### src/rtl/alu_seq_pkg.sv
// Purpose : shared op codes, slice select codes, FSM encoding and op decode for alu_nibble_seq.
// Latency : n/a (package).
// Backpressure: n/a (package).
package alu_seq_pkg;

    // MIPS ALU control codes presented on the op port
    localparam logic [2:0] OP_AND = 3'b000;
    localparam logic [2:0] OP_OR  = 3'b001;
    localparam logic [2:0] OP_ADD = 3'b010;
    localparam logic [2:0] OP_SUB = 3'b110;
    localparam logic [2:0] OP_SLT = 3'b111;

    // Slice function select; SEL_NONE makes the slice output zero (unsupported ops)
    localparam logic [1:0] SEL_AND  = 2'b00;
    localparam logic [1:0] SEL_OR   = 2'b01;
    localparam logic [1:0] SEL_ADD  = 2'b10;
    localparam logic [1:0] SEL_NONE = 2'b11;

    typedef enum logic [1:0] {
        IDLE    = 2'b00,
        RUN     = 2'b01,
        SLT_FIX = 2'b10,
        DONE    = 2'b11
    } state_t;

    // Per-operation slice control, latched once at the request handshake
    typedef struct packed {
        logic [1:0] sel;    // slice function
        logic       binv;   // invert B and seed carry with 1 (subtract)
        logic       arith;  // ADD/SUB: carry_out and overflow are reported
        logic       slt;    // needs the SLT_FIX pass
    } ctrl_t;

    function automatic ctrl_t decode_op(input logic [2:0] op);
        ctrl_t c;
        c = '{sel: SEL_NONE, binv: 1'b0, arith: 1'b0, slt: 1'b0};
        case (op)
            OP_AND: c.sel = SEL_AND;
            OP_OR:  c.sel = SEL_OR;
            OP_ADD: begin c.sel = SEL_ADD; c.arith = 1'b1; end
            OP_SUB: begin c.sel = SEL_ADD; c.binv = 1'b1; c.arith = 1'b1; end
            OP_SLT: begin c.sel = SEL_ADD; c.binv = 1'b1; c.slt = 1'b1; end
            default: ;
        endcase
        return c;
    endfunction

endpackage

### src/rtl/nibble_alu.sv
// Purpose : combinational 4-bit MIPS ALU slice (AND / OR / ADD with optional B inversion).
// Latency : 0 cycles, purely combinational.
// Backpressure: none; sequencing is owned by the caller.
// Ports   : a, b (4-bit operands), cin (carry in), binv (invert b), sel1/sel0 (function),
//           result (4-bit), co (carry out of the adder).
module nibble_alu
    import alu_seq_pkg::*;
(
    input  logic [3:0] a,
    input  logic [3:0] b,
    input  logic       cin,
    input  logic       binv,
    input  logic       sel1,
    input  logic       sel0,
    output logic [3:0] result,
    output logic       co
);

    logic [3:0] b_eff;
    logic [4:0] sum;

    assign b_eff = b ^ {4{binv}};
    assign sum   = {1'b0, a} + {1'b0, b_eff} + {4'b0, cin};
    assign co    = sum[4];

    always_comb begin
        result = 4'b0;
        case ({sel1, sel0})
            SEL_AND: result = a & b_eff;
            SEL_OR:  result = a | b_eff;
            SEL_ADD: result = sum[3:0];
            default: result = 4'b0;
        endcase
    end

endmodule

### src/rtl/alu_nibble_seq.sv
// Purpose : WIDTH-bit MIPS ALU executed one nibble per clock on a single 4-bit slice.
// Latency : out_valid NIB+1 edges after the request handshake (NIB+2 for SLT).
// Backpressure: result/flags held in DONE until out_ready; no new request accepted until then.
// Ports   : clk, rst_n; request in_valid/in_ready with op, a, b;
//           response out_valid/out_ready with result, zero, carry_out, overflow.
module alu_nibble_seq #(
    parameter int WIDTH = 32
) (
    input  logic             clk,
    input  logic             rst_n,
    input  logic             in_valid,
    output logic             in_ready,
    input  logic [2:0]       op,
    input  logic [WIDTH-1:0] a,
    input  logic [WIDTH-1:0] b,
    output logic             out_valid,
    input  logic             out_ready,
    output logic [WIDTH-1:0] result,
    output logic             zero,
    output logic             carry_out,
    output logic             overflow
);
    import alu_seq_pkg::*;

    localparam int NIB = WIDTH / 4;
    localparam int CW  = (NIB > 1) ? $clog2(NIB) : 1;
    localparam logic [CW-1:0] LAST = CW'(NIB - 1);

    state_t           state, state_nxt;
    ctrl_t            ctrl;
    logic [CW-1:0]    cnt;
    logic [WIDTH-1:0] a_sh, b_sh, res_sh;
    logic             carry, a_msb, b_msb;
    logic [3:0]       slice_res;
    logic             slice_co;
    logic             handshake;
    logic             beff, sum_msb, ovf_raw, slt_bit;

    assign handshake = in_valid & in_ready;

    nibble_alu u_slice (
        .a      (a_sh[3:0]),
        .b      (b_sh[3:0]),
        .cin    (carry),
        .binv   (ctrl.binv),
        .sel1   (ctrl.sel[1]),
        .sel0   (ctrl.sel[0]),
        .result (slice_res),
        .co     (slice_co)
    );

    // Final flags come from the captured operand MSBs and the MSB of the
    // assembled sum, so no full-width adder is needed.
    assign beff    = b_msb ^ ctrl.binv;
    assign sum_msb = res_sh[WIDTH-1];
    assign ovf_raw = (a_msb == beff) & (sum_msb != a_msb);
    assign slt_bit = sum_msb ^ ovf_raw;

    always_comb begin
        state_nxt = state;
        case (state)
            IDLE:    if (handshake) state_nxt = RUN;
            RUN:     if (cnt == LAST) state_nxt = ctrl.slt ? SLT_FIX : DONE;
            SLT_FIX: state_nxt = DONE;
            DONE:    if (out_valid && out_ready) state_nxt = IDLE;
            default: state_nxt = IDLE;
        endcase
    end

    always_ff @(posedge clk or negedge rst_n) begin
        if (!rst_n) begin
            state     <= IDLE;
            in_ready  <= 1'b0;
            out_valid <= 1'b0;
            result    <= '0;
            zero      <= 1'b0;
            carry_out <= 1'b0;
            overflow  <= 1'b0;
            ctrl      <= '0;
            cnt       <= '0;
            a_sh      <= '0;
            b_sh      <= '0;
            res_sh    <= '0;
            carry     <= 1'b0;
            a_msb     <= 1'b0;
            b_msb     <= 1'b0;
        end else begin
            state    <= state_nxt;
            in_ready <= (state_nxt == IDLE);
            case (state)
                IDLE: begin
                    if (handshake) begin
                        ctrl   <= decode_op(op);
                        carry  <= decode_op(op).binv;
                        a_sh   <= a;
                        b_sh   <= b;
                        a_msb  <= a[WIDTH-1];
                        b_msb  <= b[WIDTH-1];
                        res_sh <= '0;
                        cnt    <= '0;
                    end
                end
                RUN: begin
                    // Slice output enters at the top; after NIB passes the
                    // first nibble has reached bit 0.
                    res_sh <= {slice_res, res_sh[WIDTH-1:4]};
                    a_sh   <= {4'b0, a_sh[WIDTH-1:4]};
                    b_sh   <= {4'b0, b_sh[WIDTH-1:4]};
                    carry  <= slice_co;
                    cnt    <= (cnt == LAST) ? '0 : cnt + 1'b1;
                end
                SLT_FIX: begin
                    res_sh <= {{(WIDTH-1){1'b0}}, slt_bit};
                end
                DONE: begin
                    // First DONE cycle publishes the registered result and
                    // flags; afterwards they are held until consumed.
                    if (!out_valid) begin
                        out_valid <= 1'b1;
                        result    <= res_sh;
                        zero      <= (res_sh == '0);
                        carry_out <= ctrl.arith & carry;
                        overflow  <= ctrl.arith & ovf_raw;
                    end else if (out_ready) begin
                        out_valid <= 1'b0;
                    end
                end
                default: ;
            endcase
        end
    end

endmodule
### config.mk
export PLATFORM = sky130hd
export DESIGN_NAME = alu_nibble_seq
export DESIGN_NICKNAME = d
export VERILOG_FILES = /design/src/rtl/alu_seq_pkg.sv /design/src/rtl/nibble_alu.sv /design/src/rtl/alu_nibble_seq.sv
export SDC_FILE = /design/constraint.sdc
export NUM_CORES = 1
export LEC_CHECK = 0
export CAP_MARGIN = 30
export CORE_UTILIZATION = 45
export CTS_CLUSTER_DIAMETER = 60
export DETAILED_ROUTE_END_ITERATION = 8
export DONT_BUFFER_PORTS = 1
export PLACE_DENSITY = 0.62
export SLEW_MARGIN = 20
export SYNTH_ARGS = -nofsm -noshare
export SYNTH_HDL_FRONTEND = slang
export SYNTH_HIERARCHICAL = 1
export SYNTH_SLANG_ARGS = --single-unit
### constraint.sdc
create_clock -name clk -period 4.9 [get_ports clk]
set_clock_uncertainty 0.05 [all_clocks]
set_input_delay 0.49 -clock clk [delete_from_list [all_inputs] [get_ports clk]]
set_output_delay 0.49 -clock clk [all_outputs]
set_load 0.005 [all_outputs]
==> results.yml, run 1 <==
status:
  status: "finished, violations left"
  violations: "negative hold slack"
pwr:
  power.density_mw_per_mm2: 647
  cellLeakagePower_nw: 3.71
  power_mw: 4.84
  irDropWorstVdd_mv: 0.410
sta:
  finalHoldWorstSlack_ps: -37.8
  fin_crit_ps: 2790
  setup_viol: 0
  final.setup.tns_ps: 0
  slew_viol_final: 0
  hold_viol_final: 23
  rsz0062_at_grt: "false"
  fmax_mhz: 358
  worst_slack_ps: 2110
  timing.final.crit_share_pct: 57.0
  maxSlewHeadroom_pct: 47.1
  tightest_slew_ps: 793
floorplan:
  core-area_mm2: 0.0145
  ioPinCount: 108
  dieWidth_um: 124
  initial_core_util_pct: 46.3
  die-area_mm2: 0.0154
  die_y_um: 124
  rows: 44
clocking:
  htree_levels: 4
  path_clk_slew_ps: 60
  clockRootBuffer: "clkbuf_16"
  cts_buffer_depth: 2
  postCtsSetupBuffers: 0
  cts_tree: "built"
  insertion_delay_ps: 420
  clock_sinks: 146
  cts_buffers: 17
worst_setup_path:
  required_ps: 5150
  crit_fanout: 57
  crit_type: "reg -> reg"
  cp-end-kind: "register"
  startpoint_type: "register"
  cp.arrival_ps: 3040
yosys:
  synth_top_area_share_pct: 54.3
  postSynthCellCount: 637
  async_flop_share_pct: 100
  ys_warn_count: 6
  synthesis.area_mm2: 0.00672
  seq_area_frac_synth_pct: 54.3
  synth_area_leaders: "dfrtp_1, mux2i_1, nand2_1"
  avgSynthCellArea_um2: 10.6
  synth.distinct_cells: 41
  synthFlopType: "dfrtp_1"
  synth_enable_flop_cells: 0
  yosysTopAreaCell: "dfrtp_1"
  synth-seq-cells: 146
  syn_nets: 725
layout:
  n_antenna_cell: 0
  fin_nets: 712
  drive_above_1_share_pct: 12.2
  final_cell_mix: "nand2_1, dfrtp_1, o21ai_0"
  area_growth_pct: 11.2
drt:
  drc: 0
  drtAntennaViolNets: 0
  wl_um: 13400
  vias: 4399
  drt-initial-drc-count: 309
  first_pass_iters: 4
  avgViaCountPerCell: 5.36
  wl_per_cell_um: 16.3
global_route:
  first_global_vias: 4555
  track_usage_pct: 18.7
  overflow: 0
  antenna_found_initial: 0
  grt_pass1_wl_um: 23100
  grt_max_degree: 147
placement:
  gp_congestion: 0.772
  dp_hpwl_um: 8940
  dp_slack_ps: 2110
  io_buffers: 0
run:
  max_cap_violations: 0
worst_hold_path:
  worstHoldPathType: "in -> async"
flip-flops by register name, summed over array words and instances, names as in the netlist, 2 cells and up:
| name | count |
|---|---|
| a_sh | 32 |
| b_sh | 32 |
| result | 32 |
| cnt | 3 |
| ctrl | 5 |
| res_sh | 32 |
| state | 2 |
cells by family after synthesis:
family | after synthesis | synth area share, %
adder cells (fa/ha/maj) | 18 | 3.54
AO/OA/AOI/OAI | 104 | 8.84
XOR/XNOR | 7 | 0.912
flip-flops | 146 | 54.3
multiplexers | 92 | 14.3
AND/OR/NAND/NOR | 212 | 13.6
buffers and inverters | 58 | 4.43
worst max-delay path: stages (launching register included):
cell and delay [ps]:
dfrtp_1 420, inv_1 150, ha_4 670, buf_4 660, nor2b_1 280, nor3_1 80
o221ai_1 230, nor2_1 70
path summary, 6_finish.rpt:
check,start,end,slack [ps],cells after the start
worst min register to register,b_sh[10]$_DFFE_PN0P_,b_sh[10]$_DFFE_PN0P_,430,2
worst min-delay path,rst_n,result[25]$_DFFE_PN0P_,-40,1
worst max-delay path,state[1]$_DFF_PN0_,in_ready$_DFF_PN0_,2110,7
max in group asynchronous,rst_n,res_sh[28]$_DFFE_PN0P_,4220,1
worst max register to register,state[1]$_DFF_PN0_,in_ready$_DFF_PN0_,2110,7
min in group clk,op[0],ctrl[1]$_DFFE_PN0P_,120,1
report_power, final:
group | internal [mW] | switching (mW) | total [mW]
sequential | 1.56 | 0.274 | 1.83
clock | 0.834 | 0.547 | 1.38
combinational | 0.658 | 0.971 | 1.63
cell usage after synthesis, types with 2 or more instances:
| cell | count |
|---|---|
| buf_4 | 8 |
| o21ai_1 | 2 |
| ha_1 | 15 |
| o22ai_1 | 3 |
| o31ai_1 | 3 |
| dfrtp_1 | 146 |
| o21ai_0 | 72 |
| nand2_1 | 146 |
| xnor2_1 | 2 |
| buf_6 | 3 |
| mux2_2 | 32 |
| nand3_1 | 32 |
| nand2b_1 | 3 |
| a21o_1 | 2 |
| nand4_1 | 3 |
| clkbuf_1 | 6 |
| a221oi_1 | 2 |
| buf_2 | 19 |
| nor3_1 | 3 |
| a22oi_1 | 8 |
| nor2_1 | 8 |
| mux2i_1 | 60 |
| clkbuf_2 | 3 |
| a21boi_0 | 3 |
| fa_1 | 2 |
| xor2_1 | 5 |
| a21oi_1 | 4 |
| nand3b_1 | 2 |
| inv_1 | 19 |
| nor4_1 | 9 |
| nor2b_1 | 2 |
metrics by stage:
stage / area [um^2] / std cells / utilization (%)
3_3_place_gp: 6790 / 787 / 46.7
6_report: 7480 / 821 / 51.5
3_5_place_dp: 6790 / 787 / 46.7
5_1_grt: 7480 / 821 / 51.5
4_1_cts: 7450 / 820 / 51.3
2_1_floorplan: 6720 / 637 / -
metal layers:
| layer | vias to the layer above | global-route usage [%] | wire, um |
|---|---|---|---|
| met5 | - | 0 | 0 |
| met4 | 0 | 6.66 | 190 |
| met3 | 11 | 6.94 | 886 |
| met2 | 107 | 29.4 | 6380 |
| met1 | 2126 | 23.4 | 5960 |
| li1 | 2155 | - | - |
layout make-up:
class                   count  area (um^2)
clock buffers              18          439
clock inverters            14          191
fillers                  1327         7060
inverters                  19         71.3
multi-input cells         433         2790
flip-flops and latches    146         3650
well taps                 184          230
repair buffers              7          105
timing repair:
action / in CTS / in global routing
resized for setup: 0 / 0
hold endpoints to repair: 146 / 0
hold buffers: 1 / 0
setup endpoints to repair: 0 / 0
Note: power is estimated with default switching activity, not from simulation.
==> run 2, diff against run 1 <==
Settings changed: PLACE_DENSITY 0.62 to 0.64.
Clock period 4.9 ns to 2.2 ns, I/O delays scaled along.
==> run 2 against run 1 <==
  * The run still ends with negative hold slack left
  * Non-clock buffer count grew 79
  * Count of clock-buffer cells in the layout unchanged
  * Clock power is 110% higher
  * First-iteration DRC count fell by 5.5%
  * Utilization grew 5.1 points
  * Cell count is 9.7% higher
  * Flip-flop and latch count stayed put
  * Worst setup slack worse by 2100 ps
  * Global-route usage increased by 0.76 points
  * Register-to-register slack worse by 2100 ps
  * Combinational power is 140% higher
  * Critical path depth grew 2
  * Critical endpoint is now res_sh[29]$_DFFE_PN0P_
==> results.yml, run 2 (synthesis gave the netlist of run 1 again) <==
worst_setup_path:
  crit_path_start: "b_sh[0]$_DFFE_PN0P_"
  reg2reg_to: "res_sh[29]$_DFFE_PN0P_"
  critical_path.cell_chain: "xor2_1, inv_1, fa_2, fa_2, inv_2, mux2i_1, o22ai_1, nand3_1, nand2_1"
  required_ps: 2460
  slowest_stage: "fa_2"
  cp-end-kind: "register"
  max_stage_delay_ps: 540
  r2r-start: "b_sh[0]$_DFFE_PN0P_"
  r2r_setup_slack_ps: 40
  crit_fanout: 2
  r2r_cells: 9
  startpoint_type: "register"
  cp.arrival_ps: 2420
  crit_type: "reg -> reg"
  crit_top_cell: "fa_2"
drt:
  drt-initial-drc-count: 292
  avgViaCountPerCell: 5.28
  vias: 4754
  drc: 0
  wl_per_cell_um: 15.7
  highest_layer: "met4"
  first_pass_iters: 4
  drtAntennaViolNets: 0
  wl_met3_um: 774
  wl_met1_um: 6220
  wl_um: 14200
  route.met2.wl_um: 6930
status:
  status: "finished, violations left"
  violations: "negative hold slack"
floorplan:
  rows: 44
  core-area_mm2: 0.0145
  initial_core_util_pct: 46.3
  dieWidth_um: 124
  die-area_mm2: 0.0154
  ioPinCount: 108
  die_y_um: 124
sta:
  finalHoldWorstSlack_ps: -552
  maxSlewHeadroom_pct: 70.2
  setup_viol: 0
  timing.final.crit_share_pct: 98.1
  fmax_mhz: 463
  worst_slack_ps: 41.2
  tightest_slew_ps: 443
  hold_viol_final: 146
  rsz0062_at_grt: "true"
  fin_crit_ps: 2160
  slew_viol_final: 0
global_route:
  grt_max_degree: 147
  track_usage_pct: 19.4
  overflow: 0
  antenna_found_initial: 1
  grt_pass1_wl_um: 24200
  first_global_vias: 4840
layout:
  drive_above_1_share_pct: 12.8
  final_cells: 901
  fin_nets: 791
  num-fill-cells: 1233
  final_cell_mix: "nand2_1, dfrtp_1, o21ai_0"
  area_growth_pct: 22.4
placement:
  gp_congestion: 0.741
  io_buffers: 0
  place_inst: 794
  dp_hpwl_um: 9050
  dp_slack_ps: -41.8
run:
  max_cap_violations: 0
pwr:
  cellLeakagePower_nw: 4.02
  power_mw: 10.9
  irDropWorstVdd_mv: 0.627
  power.density_mw_per_mm2: 1320
worst_hold_path:
  worstHoldPathType: "in -> async"
clocking:
  cts_tree: "built"
  path_clk_slew_ps: 60
  cts_buffer_depth: 2
  htree_levels: 4
  insertion_delay_ps: 420
  cts_hold_buf: 69
  clockRootBuffer: "clkbuf_16"
  clock_sinks: 146
  cts_buffers: 17
## run 2: changes by cell type in the layout (fill, tap and decap cells not counted), moves of 2 or more
cell           change
buf_12             +4
buf_16             -2
buf_4              +8
clkinv_2           +2
clkinv_4           -3
clkinvlp_4         +5
dlygate4sd3_1     +69
fa_1               -2
fa_2               +2
inv_6              -2
## run 2: how the worst max path moves through the flow
stage | to | cells past startpoint
after floorplan | res_sh[30]$_DFFE_PN0P_ | 9
after global placement | res_sh[30]$_DFFE_PN0P_ | 9
after detailed placement | res_sh[30]$_DFFE_PN0P_ | 9
after CTS | res_sh[29]$_DFFE_PN0P_ | 9
after global routing | res_sh[29]$_DFFE_PN0P_ | 9
final | res_sh[29]$_DFFE_PN0P_ | 9
## run 2: through the flow
step           TNS [ps]  cell area, um^2  util (%)
4_1_cts               0             8170      56.2
5_1_grt           -59.6             8230      56.6
6_report              0             8230      56.6
3_3_place_gp          0             6900      47.4
3_5_place_dp      -41.8             6900      47.4
2_1_floorplan         0             6720         -
## run 2: per-layer routing
layer  global-route usage (%)  vias to the layer above
li1                         -                     2312
met2                     31.7                      124
met3                     6.21                       22
met4                     7.09                        0
met1                     24.1                     2296
met5                        0                        -
## run 2: what timing repair did
| item | in CTS | in global routing |
|---|---|---|
| endpoints found under the setup margin | 1 | 17 |
| endpoints found under the hold margin | 217 | 146 |
| resized for setup | 2 | 3 |
| gates cloned | 0 | 0 |
| pin swaps | 0 | 10 |
| setup buffers | 0 | 5 |
## run 2: area by class of cell
cell class                      count  area (um^2)  area share, %
Antenna cell                        1         2.50         0.0304
Clock buffer                       18          429           5.22
Clock inverter                     14          154           1.87
Inverter                           19         71.3          0.867
Multi-Input combinational cell    433         2800           34.1
Sequential cell                   146         3650           44.4
Tap cell                          184          230           2.80
Timing Repair Buffer               86          881           10.7
## run 2: where the power goes
part           total [mW]  internal, mW  switching [mW]
clock                2.85          1.68            1.17
combinational        3.98          1.75            2.23
sequential           4.07          3.47           0.596
total                10.9          6.90            4.00
## run 2: critical path: cells and delay by family (launching register included)
family / cells / cell delay (ps)
compound gates: 1 / 100
mux: 1 / 120
flops: 1 / 390
simple gates: 2 / 130
buf+inv: 2 / 140
fa+ha+maj: 2 / 920
xor+xnor: 1 / 210
==> run 3, diff against run 2 <==
Settings changed: GPL_ROUTABILITY_DRIVEN from default to 0, RECOVER_POWER from default to 50.
==> results of run 3 <==
The final DEF is identical to that of run 2; final timing and power are the same.
